### src/rtl/data_cache_if.sv
// Signal bundle between the CPU MEM stage, the data cache and the backing memory.
// The cache connects through the slave modport; the environment drives through the master modport.
interface data_cache_if #(
  parameter int BLOCK_WORDS = 4
);
  localparam int LINE_W = 32 * BLOCK_WORDS;

  logic              is_input_valid;
  logic [31:0]       addr;
  logic              mem_rw;
  logic [31:0]       din;
  logic              is_ready;
  logic              is_output_valid;
  logic [31:0]       dout;
  logic              is_hit;

  logic              mem_req;
  logic              mem_we;
  logic [31:0]       mem_addr;
  logic [LINE_W-1:0] mem_wdata;
  logic              mem_ack;
  logic [LINE_W-1:0] mem_rdata;

  logic [31:0]       hit_count;
  logic [31:0]       miss_count;

  modport master (
    output is_input_valid, addr, mem_rw, din, mem_ack, mem_rdata,
    input  is_ready, is_output_valid, dout, is_hit,
    input  mem_req, mem_we, mem_addr, mem_wdata, hit_count, miss_count
  );

  modport slave (
    input  is_input_valid, addr, mem_rw, din, mem_ack, mem_rdata,
    output is_ready, is_output_valid, dout, is_hit,
    output mem_req, mem_we, mem_addr, mem_wdata, hit_count, miss_count
  );
endinterface

### src/rtl/data_cache.sv
// Direct-mapped, write-back, write-allocate data cache with one outstanding miss.
// A miss evicts a dirty victim, fills the line, then completes by re-looking up as a hit.
module data_cache #(
  parameter int NUM_LINES   = 16,
  parameter int BLOCK_WORDS = 4
) (
  input  logic         clk,
  input  logic         reset,
  data_cache_if.slave  bus
);
  localparam int OFF_W   = $clog2(BLOCK_WORDS);
  localparam int IDX_W   = $clog2(NUM_LINES);
  localparam int IDX_LSB = 2 + OFF_W;
  localparam int TAG_LSB = IDX_LSB + IDX_W;
  localparam int TAG_W   = 32 - TAG_LSB;

  typedef enum logic [1:0] {
    IDLE,
    WRITEBACK,
    ALLOCATE
  } state_t;

  typedef logic [BLOCK_WORDS-1:0][31:0] line_t;

  state_t               state_q, state_d;
  logic [NUM_LINES-1:0] valid_q, valid_d;
  logic [NUM_LINES-1:0] dirty_q, dirty_d;
  logic [TAG_W-1:0]     tag_q  [NUM_LINES];
  logic [TAG_W-1:0]     tag_d  [NUM_LINES];
  line_t                data_q [NUM_LINES];
  line_t                data_d [NUM_LINES];
  logic [31:0]          hit_count_q, hit_count_d;
  logic [31:0]          miss_count_q, miss_count_d;

  logic [OFF_W-1:0]     req_off;
  logic [IDX_W-1:0]     req_idx;
  logic [TAG_W-1:0]     req_tag;
  line_t                victim_line;
  logic                 lookup_hit;

  assign req_off     = bus.addr[2 +: OFF_W];
  assign req_idx     = bus.addr[IDX_LSB +: IDX_W];
  assign req_tag     = bus.addr[TAG_LSB +: TAG_W];
  assign victim_line = data_q[req_idx];
  assign lookup_hit  = (state_q == IDLE) && bus.is_input_valid &&
                       valid_q[req_idx] && (tag_q[req_idx] == req_tag);

  assign bus.hit_count  = hit_count_q;
  assign bus.miss_count = miss_count_q;

  always_comb begin
    state_d       = state_q;
    valid_d       = valid_q;
    dirty_d       = dirty_q;
    tag_d         = tag_q;
    data_d        = data_q;
    hit_count_d   = hit_count_q;
    miss_count_d  = miss_count_q;

    bus.is_ready        = 1'b0;
    bus.is_output_valid = 1'b0;
    bus.is_hit          = 1'b0;
    bus.dout            = '0;
    bus.mem_req         = 1'b0;
    bus.mem_we          = 1'b0;
    bus.mem_addr        = {req_tag, req_idx, {IDX_LSB{1'b0}}};
    bus.mem_wdata       = victim_line;

    unique case (state_q)
      IDLE: begin
        bus.is_ready = 1'b1;
        if (lookup_hit) begin
          bus.is_hit          = 1'b1;
          bus.is_output_valid = 1'b1;
          if (hit_count_q != '1) begin
            hit_count_d = hit_count_q + 32'd1;
          end
          if (bus.mem_rw) begin
            data_d[req_idx][req_off] = bus.din;
            dirty_d[req_idx]         = 1'b1;
          end else begin
            bus.dout = victim_line[req_off];
          end
        end else if (bus.is_input_valid) begin
          if (miss_count_q != '1) begin
            miss_count_d = miss_count_q + 32'd1;
          end
          // Only a dirty victim needs to reach memory before the fill.
          state_d = (valid_q[req_idx] && dirty_q[req_idx]) ? WRITEBACK : ALLOCATE;
        end
      end

      WRITEBACK: begin
        bus.mem_req  = 1'b1;
        bus.mem_we   = 1'b1;
        bus.mem_addr = {tag_q[req_idx], req_idx, {IDX_LSB{1'b0}}};
        if (bus.mem_ack) begin
          state_d = ALLOCATE;
        end
      end

      ALLOCATE: begin
        bus.mem_req = 1'b1;
        if (bus.mem_ack) begin
          data_d[req_idx]  = bus.mem_rdata;
          tag_d[req_idx]   = req_tag;
          valid_d[req_idx] = 1'b1;
          dirty_d[req_idx] = 1'b0;
          state_d          = IDLE;
        end
      end

      default: begin
        state_d = IDLE;
      end
    endcase
  end

  always_ff @(posedge clk or negedge reset) begin
    if (!reset) begin
      state_q      <= IDLE;
      valid_q      <= '0;
      dirty_q      <= '0;
      hit_count_q  <= '0;
      miss_count_q <= '0;
    end else begin
      state_q      <= state_d;
      valid_q      <= valid_d;
      dirty_q      <= dirty_d;
      hit_count_q  <= hit_count_d;
      miss_count_q <= miss_count_d;
    end
  end

  // Tag and data storage carry no reset; the valid bits make stale contents harmless.
  always_ff @(posedge clk) begin
    tag_q  <= tag_d;
    data_q <= data_d;
  end
endmodule

### src/flat_wrapper.sv
// flat-port wrapper written by rule: the top's interface ports become plain ports
module data_cache_flat 
#(
  parameter int NUM_LINES   = 16,
  parameter int BLOCK_WORDS = 4
)
  (clk, reset, bus_is_input_valid, bus_addr, bus_mem_rw, bus_din, bus_mem_ack, bus_mem_rdata, bus_is_ready, bus_is_output_valid, bus_dout, bus_is_hit, bus_mem_req, bus_mem_we, bus_mem_addr, bus_mem_wdata, bus_hit_count, bus_miss_count);
  data_cache_if #(.BLOCK_WORDS(BLOCK_WORDS)) bus_i ();
  input  logic clk;
  input  logic reset;
  input wire logic [$bits(bus_i.is_input_valid)-1:0] bus_is_input_valid;
  input wire logic [$bits(bus_i.addr)-1:0] bus_addr;
  input wire logic [$bits(bus_i.mem_rw)-1:0] bus_mem_rw;
  input wire logic [$bits(bus_i.din)-1:0] bus_din;
  input wire logic [$bits(bus_i.mem_ack)-1:0] bus_mem_ack;
  input wire logic [$bits(bus_i.mem_rdata)-1:0] bus_mem_rdata;
  output wire logic [$bits(bus_i.is_ready)-1:0] bus_is_ready;
  output wire logic [$bits(bus_i.is_output_valid)-1:0] bus_is_output_valid;
  output wire logic [$bits(bus_i.dout)-1:0] bus_dout;
  output wire logic [$bits(bus_i.is_hit)-1:0] bus_is_hit;
  output wire logic [$bits(bus_i.mem_req)-1:0] bus_mem_req;
  output wire logic [$bits(bus_i.mem_we)-1:0] bus_mem_we;
  output wire logic [$bits(bus_i.mem_addr)-1:0] bus_mem_addr;
  output wire logic [$bits(bus_i.mem_wdata)-1:0] bus_mem_wdata;
  output wire logic [$bits(bus_i.hit_count)-1:0] bus_hit_count;
  output wire logic [$bits(bus_i.miss_count)-1:0] bus_miss_count;
  assign bus_i.is_input_valid = bus_is_input_valid;
  assign bus_i.addr = bus_addr;
  assign bus_i.mem_rw = bus_mem_rw;
  assign bus_i.din = bus_din;
  assign bus_i.mem_ack = bus_mem_ack;
  assign bus_i.mem_rdata = bus_mem_rdata;
  assign bus_is_ready = bus_i.is_ready;
  assign bus_is_output_valid = bus_i.is_output_valid;
  assign bus_dout = bus_i.dout;
  assign bus_is_hit = bus_i.is_hit;
  assign bus_mem_req = bus_i.mem_req;
  assign bus_mem_we = bus_i.mem_we;
  assign bus_mem_addr = bus_i.mem_addr;
  assign bus_mem_wdata = bus_i.mem_wdata;
  assign bus_hit_count = bus_i.hit_count;
  assign bus_miss_count = bus_i.miss_count;
  data_cache #(.NUM_LINES(NUM_LINES), .BLOCK_WORDS(BLOCK_WORDS)) u_core (.clk(clk), .reset(reset), .bus(bus_i));
endmodule
### config.mk
export PLATFORM = sky130hd
export DESIGN_NAME = data_cache_flat
export DESIGN_NICKNAME = d
export VERILOG_FILES = /design/src/rtl/data_cache_if.sv /design/src/rtl/data_cache.sv /design/src/flat_wrapper.sv
export SDC_FILE = /design/constraint.sdc
export NUM_CORES = 2
export LEC_CHECK = 0
export CAP_MARGIN = 20
export CORE_MARGIN = 2
export CORE_UTILIZATION = 45
export CTS_CLUSTER_SIZE = 28
export DETAILED_ROUTE_END_ITERATION = 8
export GPL_TIMING_DRIVEN = 0
export SLEW_MARGIN = 10
export SYNTH_ARGS = -nofsm -noshare
export SYNTH_HDL_FRONTEND = slang
export SYNTH_SLANG_ARGS = --single-unit
### constraint.sdc
create_clock -name clk -period 16.6 [get_ports clk]
set_input_delay 1.66 -clock clk [delete_from_list [all_inputs] [get_ports clk]]
set_output_delay 1.66 -clock clk [all_outputs]
set_load 0.01 [all_outputs]
# Word level (Yosys, flattened, before mapping)
# Index checks and enable logic that the tools add are counted.
# W data, S select, Z words.
[op_classes]
addsub = 2
order_cmp = 6
eq_ne = 11
n_mux = 48
n_bitwise = 6
n_reduce_logical = 15
[op_table]
columns = ["operator", "count"]
rows = [
  ["$mux W2048", 3],
  ["$bwmux W2048", 2],
  ["$pmux W2048 S2", 1],
  ["$demux W128 S4", 2],
  ["$bmux W128 S4", 1],
  ["$mux W128", 4],
  ["$bwmux W384", 1],
  ["$mux W32", 6],
  ["$bmux W24 S4", 1],
  ["$demux W24 S4", 1],
  ["$mux W24", 3],
  ["$add A32 B1 Y32 const B", 2],
  ["$bmux W32 S2", 1],
  ["$demux W32 S2", 1],
  ["$ne A32 B32 Y1 const B", 2],
  ["$mux W16", 3],
  ["$or A16 B16 Y16", 2],
  ["$pmux W16 S2", 1],
  ["$eq A24 B24 Y1", 1],
  ["$and A16 B16 Y16", 1],
  ["$not A16 Y16", 1],
  ["$reduce_and A4 Y1", 3],
  ["$mux W2", 5],
  ["$ne A2 B2 Y1 const B", 5],
  ["21 further kinds", 35],
]
[totals]
ff_bits = 2530
input_bits = 197
output_inout_bits = 261
wordCells = 173

# Logic depth before layout (Yosys ltp)
[logic_depth]
word_depth = 10
ltp_mapped = 16
ltp_nobuf = 11

# Least setup slack after synthesis
# OpenSTA, ideal clock, no wires.
[synth_timing]
kind = "input to register"
start = "input port bus_addr[5]"
end = "register u_core.data_q[100] (netlist name) (enable)"
setup_time_ns = 0.468
t_arrival_ns = 6.920
required_ns = 16.132
path_slack_ns = 9.212
cell_stages = 13
path_buffers = 6
path_cell_list = "clkbuf_2 buf_6 buf_6 buf_2 buf_2 mux4_2 mux2i_1 nor2_1 nor4_1 o221ai_1 o41a_1 clkbuf_1 nor3b_1"
[synth_between]
elab_chain_len = 8
word_cells_on_any_way = 11
classes_between = "eq/ne: 2; mux: 5; bitwise: 1; reduce/logical: 3"
[synth_rtl]
columns = ["item", "line", "source"]
rows = [
  ["from (decl)", "flat_wrapper.sv:12", "input wire logic [$bits(bus_i.addr)-1:0] bus_addr;"],
  ["$not A4 Y5 (implied by the code)", "data_cache.sv:46", "valid_q[req_idx] && (tag_q[req_idx] == req_tag);"],
  ["$bmux W24 S4", "data_cache.sv:46", ""],
  ["$mux W24 (implied by the code) (2 in series)", "data_cache.sv:46", ""],
  ["$eq A24 B24 Y1", "data_cache.sv:46", ""],
  ["$logic_and A1 B1 Y1 (*)", "data_cache.sv:46", ""],
  ["$ne A2 B1 Y1 (no line) (*)", "--", ""],
  ["$reduce_and A4 Y1 (no line) (*)", "--", ""],
  ["to (signal assigned)", "data_cache.sv:138", "data_q <= data_d;"],
  ["to (decl)", "data_cache.sv:30", "line_t data_q [NUM_LINES];"],
]
# Every way passes the cells marked *; elsewhere a longest branch is shown, timed or not. The select of a mux whose other input is x is not followed.
# A chain may end at the register's enable or synchronous reset.

# Final worst setup path
[layout_timing]
start = "input port bus_addr[4]"
end = "output port bus_dout[15]"
[layout_between]
elab_chain_len = 9
word_cells_on_any_way = 17
classes_between = "eq/ne: 1; mux: 13; bitwise: 1; reduce/logical: 2"
[layout_rtl]
columns = ["item", "line", "source"]
rows = [
  ["$not A4 Y5 (implied by the code)", "data_cache.sv:44, data_cache.sv:46", ""],
  ["$bmux W128 S4", "data_cache.sv:44", "assign victim_line = data_q[req_idx];"],
  ["$mux W128 (implied by the code) (2 in series)", "data_cache.sv:44", ""],
  ["$bmux W32 S2", "data_cache.sv:82", "bus.dout = victim_line[req_off];"],
  ["$mux W32 (implied by the code)", "data_cache.sv:82", ""],
  ["$mux W32", "data_cache.sv:78", "if (bus.mem_rw) begin"],
  ["$mux W32 (*)", "data_cache.sv:72", "if (lookup_hit) begin"],
  ["$mux W32 (*)", "data_cache.sv:69", "unique case (state_q)"],
  ["to (decl)", "flat_wrapper.sv:19", "output wire logic [$bits(bus_i.dout)-1:0] bus_dout;"],
]
# Marked as above.

==> run_results.csv <==
group,metric,value,unit
critical_path,cp_max_fo,10,
yosys,synth_area_leader_cell,"edfxtp_1",
worst_hold_path,hold_path.class,"flop to flop",
route,routed_wl,409300,um
critical_path,critPathKind,"input pin to output pin",
layout,fin_nets,8081,
outcome,status,"finished, final reports clean",
critical_path,cp_slowest_cell,"buf_1",
sta,worst_slew_pin_slew,1277,ps
cts,htreeDepth,5,
critical_path,cp.required,14940,ps
critical_path,reg2regPathDepth,13,
sta,finalSetupTns,0,ps
critical_path,cpMostUsedCell,"buf_2",
critical_path,critPathBufInv,9,
power_and_ir_drop,p_per_area,120.1,nW/um^2
critical_path,worstSetupStartpointType,"input pin",
cts,clk_path_buf_depth,4,
power_and_ir_drop,switching_power,4.463,mW
layout,fill_cells,19531,
power_and_ir_drop,ir_drop,91.96,uV
sta,min_period_over_period,65.34,%
die,die-area,247200,um^2
worst_hold_path,min_from,"u_core.valid_q[11]",
cts,cts_setup_buffers,0,
sta,setup_viol,0,
power_and_ir_drop,power_frac_comb,16.4,%
yosys,yosys-top-cells-area,"edfxtp_1 (67%), mux4_2 (15%), nor2_1 (7.5%)",
cts,post_cts_resized,0,
die,io_pins,458,
run,maxCapViolations,0,
power_and_ir_drop,leakagePower,45.50,nW
cts,clkSinkCount,2530,
worst_hold_path,holdPathEnd,"u_core.valid_q[11]",
layout,multi_input_area,32080,um^2
yosys,ys_types,76,
grt,grt_use_total,32.68,%
yosys,yosys_most_used_dff,"edfxtp_1",
route,postRouteAntennaNets,0,
worst_hold_path,hold_depth,1,
critical_path,arrival,9190,ps
sta,fin_hold_ws,469.2,ps
critical_path,worstPathCellList,"clkdlybuf4s50_1 > buf_2 > buf_2 > buf_2 > buf_2 > buf_2 > buf_2 > buf_1 > mux4_2 > mux4_2 > mux4_2 > and3_1 > clkdlybuf4s50_1",
route,drc_errors,0,
power_and_ir_drop,swShare,28.53,%
power_and_ir_drop,p_clk_share,38.2,%
sta,relSlewSlack,14.68,%
power_and_ir_drop,intPower,11.18,mW
cts,path_clk_slew,50,ps
yosys,syn_area,109400,um^2
sta,max_freq,0.09220,GHz
grt,grt_pass1_wl,554400,um
grt,antenna_found_initial,69,
yosys,async_flop_share,3.874,%
yosys,yosys.area.top_type_share,66.73,%
die,dieHeight,497.2,um
route,viasPerCell,6.315,
route,vias,71526,
placement,hpwl,298200,um
cts,cts_hold_buf,0,
cts,clock_latency,970,ps
critical_path,r2r_end,"u_core.data_q[97]",
placement,gp_congestion,0.9854,
cts,cts-buffers-inserted,287,
yosys,synth-edff-count,2432,
critical_path,r2r_start,"u_core.tag_q[243]",
sta,finalClockSkew,81.82,ps
die,core_region_area,242500,um^2
route,drtPass1Iterations,8,
grt,grt_max_degree,51,
die,start_util,45.12,%
layout,seqCellArea,75480,um^2
route,routedWlPerCell,36.14,um
critical_path,crit_path_max_incr_delay,810,ps
sta,rsz0062_at_grt,"false",
yosys,avgSynthCellArea,15.69,um^2
cts,cts_root_buf,"clkbuf_16",
die,rows,181,
power_and_ir_drop,p_seq_share,45.5,%
yosys,ys.warnings.count,0,
placement,io_buffers,447,
layout,final_layout_size_suffix_gt1_share,19.09,%
layout,area_growth,19.06,%
critical_path,critPathTopFamily,"buffers and inverters",
grt,first_global_vias,69361,
critical_path,reg2reg_slack,10820,ps
sta,hold_viol,0,
yosys,synth-seq-area-share,68.97,%
sta,period_needed,10850,ps
yosys,synth-seq-cells,2530,
yosys,synthCells,6976,
cts,cts_tree,"done",
sta,timing.final.max_slew_violations,0,
grt,globalRouteOverflowTotal,0,
critical_path,worst_setup_path_end_kind,"output pin",
die,dieWidth,497.2,um
route,drt-initial-drc-count,11125,
==> through the flow <==
stage,total power [mW],std cells,worst slack [ps],instance area (um^2),util (%)
finish,15.65,11327,5754,130300,53.72
global route,15.99,11281,5586,130200,53.67
CTS,15.55,11249,5872,129900,53.57
detailed placement,9.682,10774,5882,121400,50.05
global placement,9.490,10628,2716,117900,48.62
floorplan,8.429,6979,9212,109500,-
==> layout by cell type, fill, tap and decap left out, types with 35 or more instances in the layout <==
cell / instances
a22oi_1: 143
and3_1: 45
buf_1: 65
buf_12: 67
buf_2: 37
buf_6: 35
clkbuf_1: 552
clkbuf_16: 296
clkdlybuf4s50_1: 446
clkinv_1: 50
dfrtp_1: 98
diode_2: 60
edfxtp_1: 2432
mux2i_1: 89
mux4_2: 752
nand2_1: 75
nand3_1: 48
nor2_1: 2099
nor2_4: 74
xnor2_1: 43
xor2_1: 51
==> routing by layer <==
| layer | GRT usage [%] | part of all wire, % |
|---|---|---|
| met1 | 40.38 | 34 |
| met2 | 48.73 | 45 |
| met3 | 10.59 | 13 |
| met4 | 23.16 | 8.0 |
| met5 | 0.1929 | 0.064 |
==> worst max path at each step <==
stage / start / cells after the start / end / slack (ps)
2_1_floorplan: bus_addr[5] / 13 / u_core.data_q[100] / 9210
3_3_place_gp: bus_addr[6] / 11 / u_core.data_q[212] / 2720
3_5_place_dp: bus_addr[4] / 13 / bus_dout[21] / 5880
4_1_cts: bus_addr[4] / 13 / bus_dout[21] / 5870
5_1_grt: bus_addr[4] / 13 / bus_dout[12] / 5590
6_report: bus_addr[4] / 13 / bus_dout[15] / 5750
==> worst register-to-register path: cells and delay by family (launching register included) <==
kind	cells	cell delay, ps
and+or+nand+nor	3	1580
buffers and inverters	5	1530
AOI/OAI and AO/OA	3	1050
muxes	2	940
DFF	1	370
==> sequential cells by signal, indices dropped and copies added, names as in the netlist, named ones only <==
register / cells
u_core.valid_q: 16
u_core.bus.miss_count: 32
u_core.tag_q: 384
u_core.bus.hit_count: 32
u_core.data_q: 2048
u_core.state_q: 2
==> kinds of logic (layout without fill, tap and decap cells) <==
logic type | Yosys count | after routing | synth area share [%]
compound gates | 275 | 275 | 1.805
xor+xnor | 94 | 94 | 0.7523
fa+ha+maj | 5 | 5 | 0.05716
buf+inv | 669 | 1755 | 2.432
flops | 2530 | 2530 | 68.97
mux | 875 | 875 | 16.66
other cells | 1 | 64 | 0.003426
simple gates | 2527 | 2527 | 9.320
==> synthesized netlist by cell type, drive strengths merged (23+ instances only) <==
library cell / number
buf: 122
mux4: 752
nand2: 75
dfrtp: 98
mux2: 32
xor2: 51
a21oi: 26
inv: 35
and3: 45
nor3: 29
a22oi: 143
nand3: 50
edfxtp: 2432
xnor2: 43
clkbuf: 510
o21ai: 32
nor4: 23
nor2b: 45
mux2i: 91
nor2: 2174
==> power groups by stage <==
stage / sequential, mW / combinational, mW / clock (mW)
3_3_place_gp: 7.26 / 2.23 / 0
3_5_place_dp: 7.25 / 2.44 / 0
6_report: 7.11 / 2.56 / 5.97
2_1_floorplan: 7.24 / 1.19 / 0
5_1_grt: 7.12 / 2.63 / 6.24
4_1_cts: 7.11 / 2.45 / 5.99
==> layout make-up <==
class                           instances  share of cell area (%)
Multi-Input combinational cell       3780                   24.62
Antenna cell                           60                  0.1152
Tap cell                             3202                   3.075
Sequential cell                      2530                   57.93
Inverter                               37                  0.1066
Clock inverter                        103                  0.6011
Timing Repair Buffer                  611                   5.643
Clock buffer                          372                   5.934
Buffer                                632                   1.971
Power figures use the tool's default switching activity.
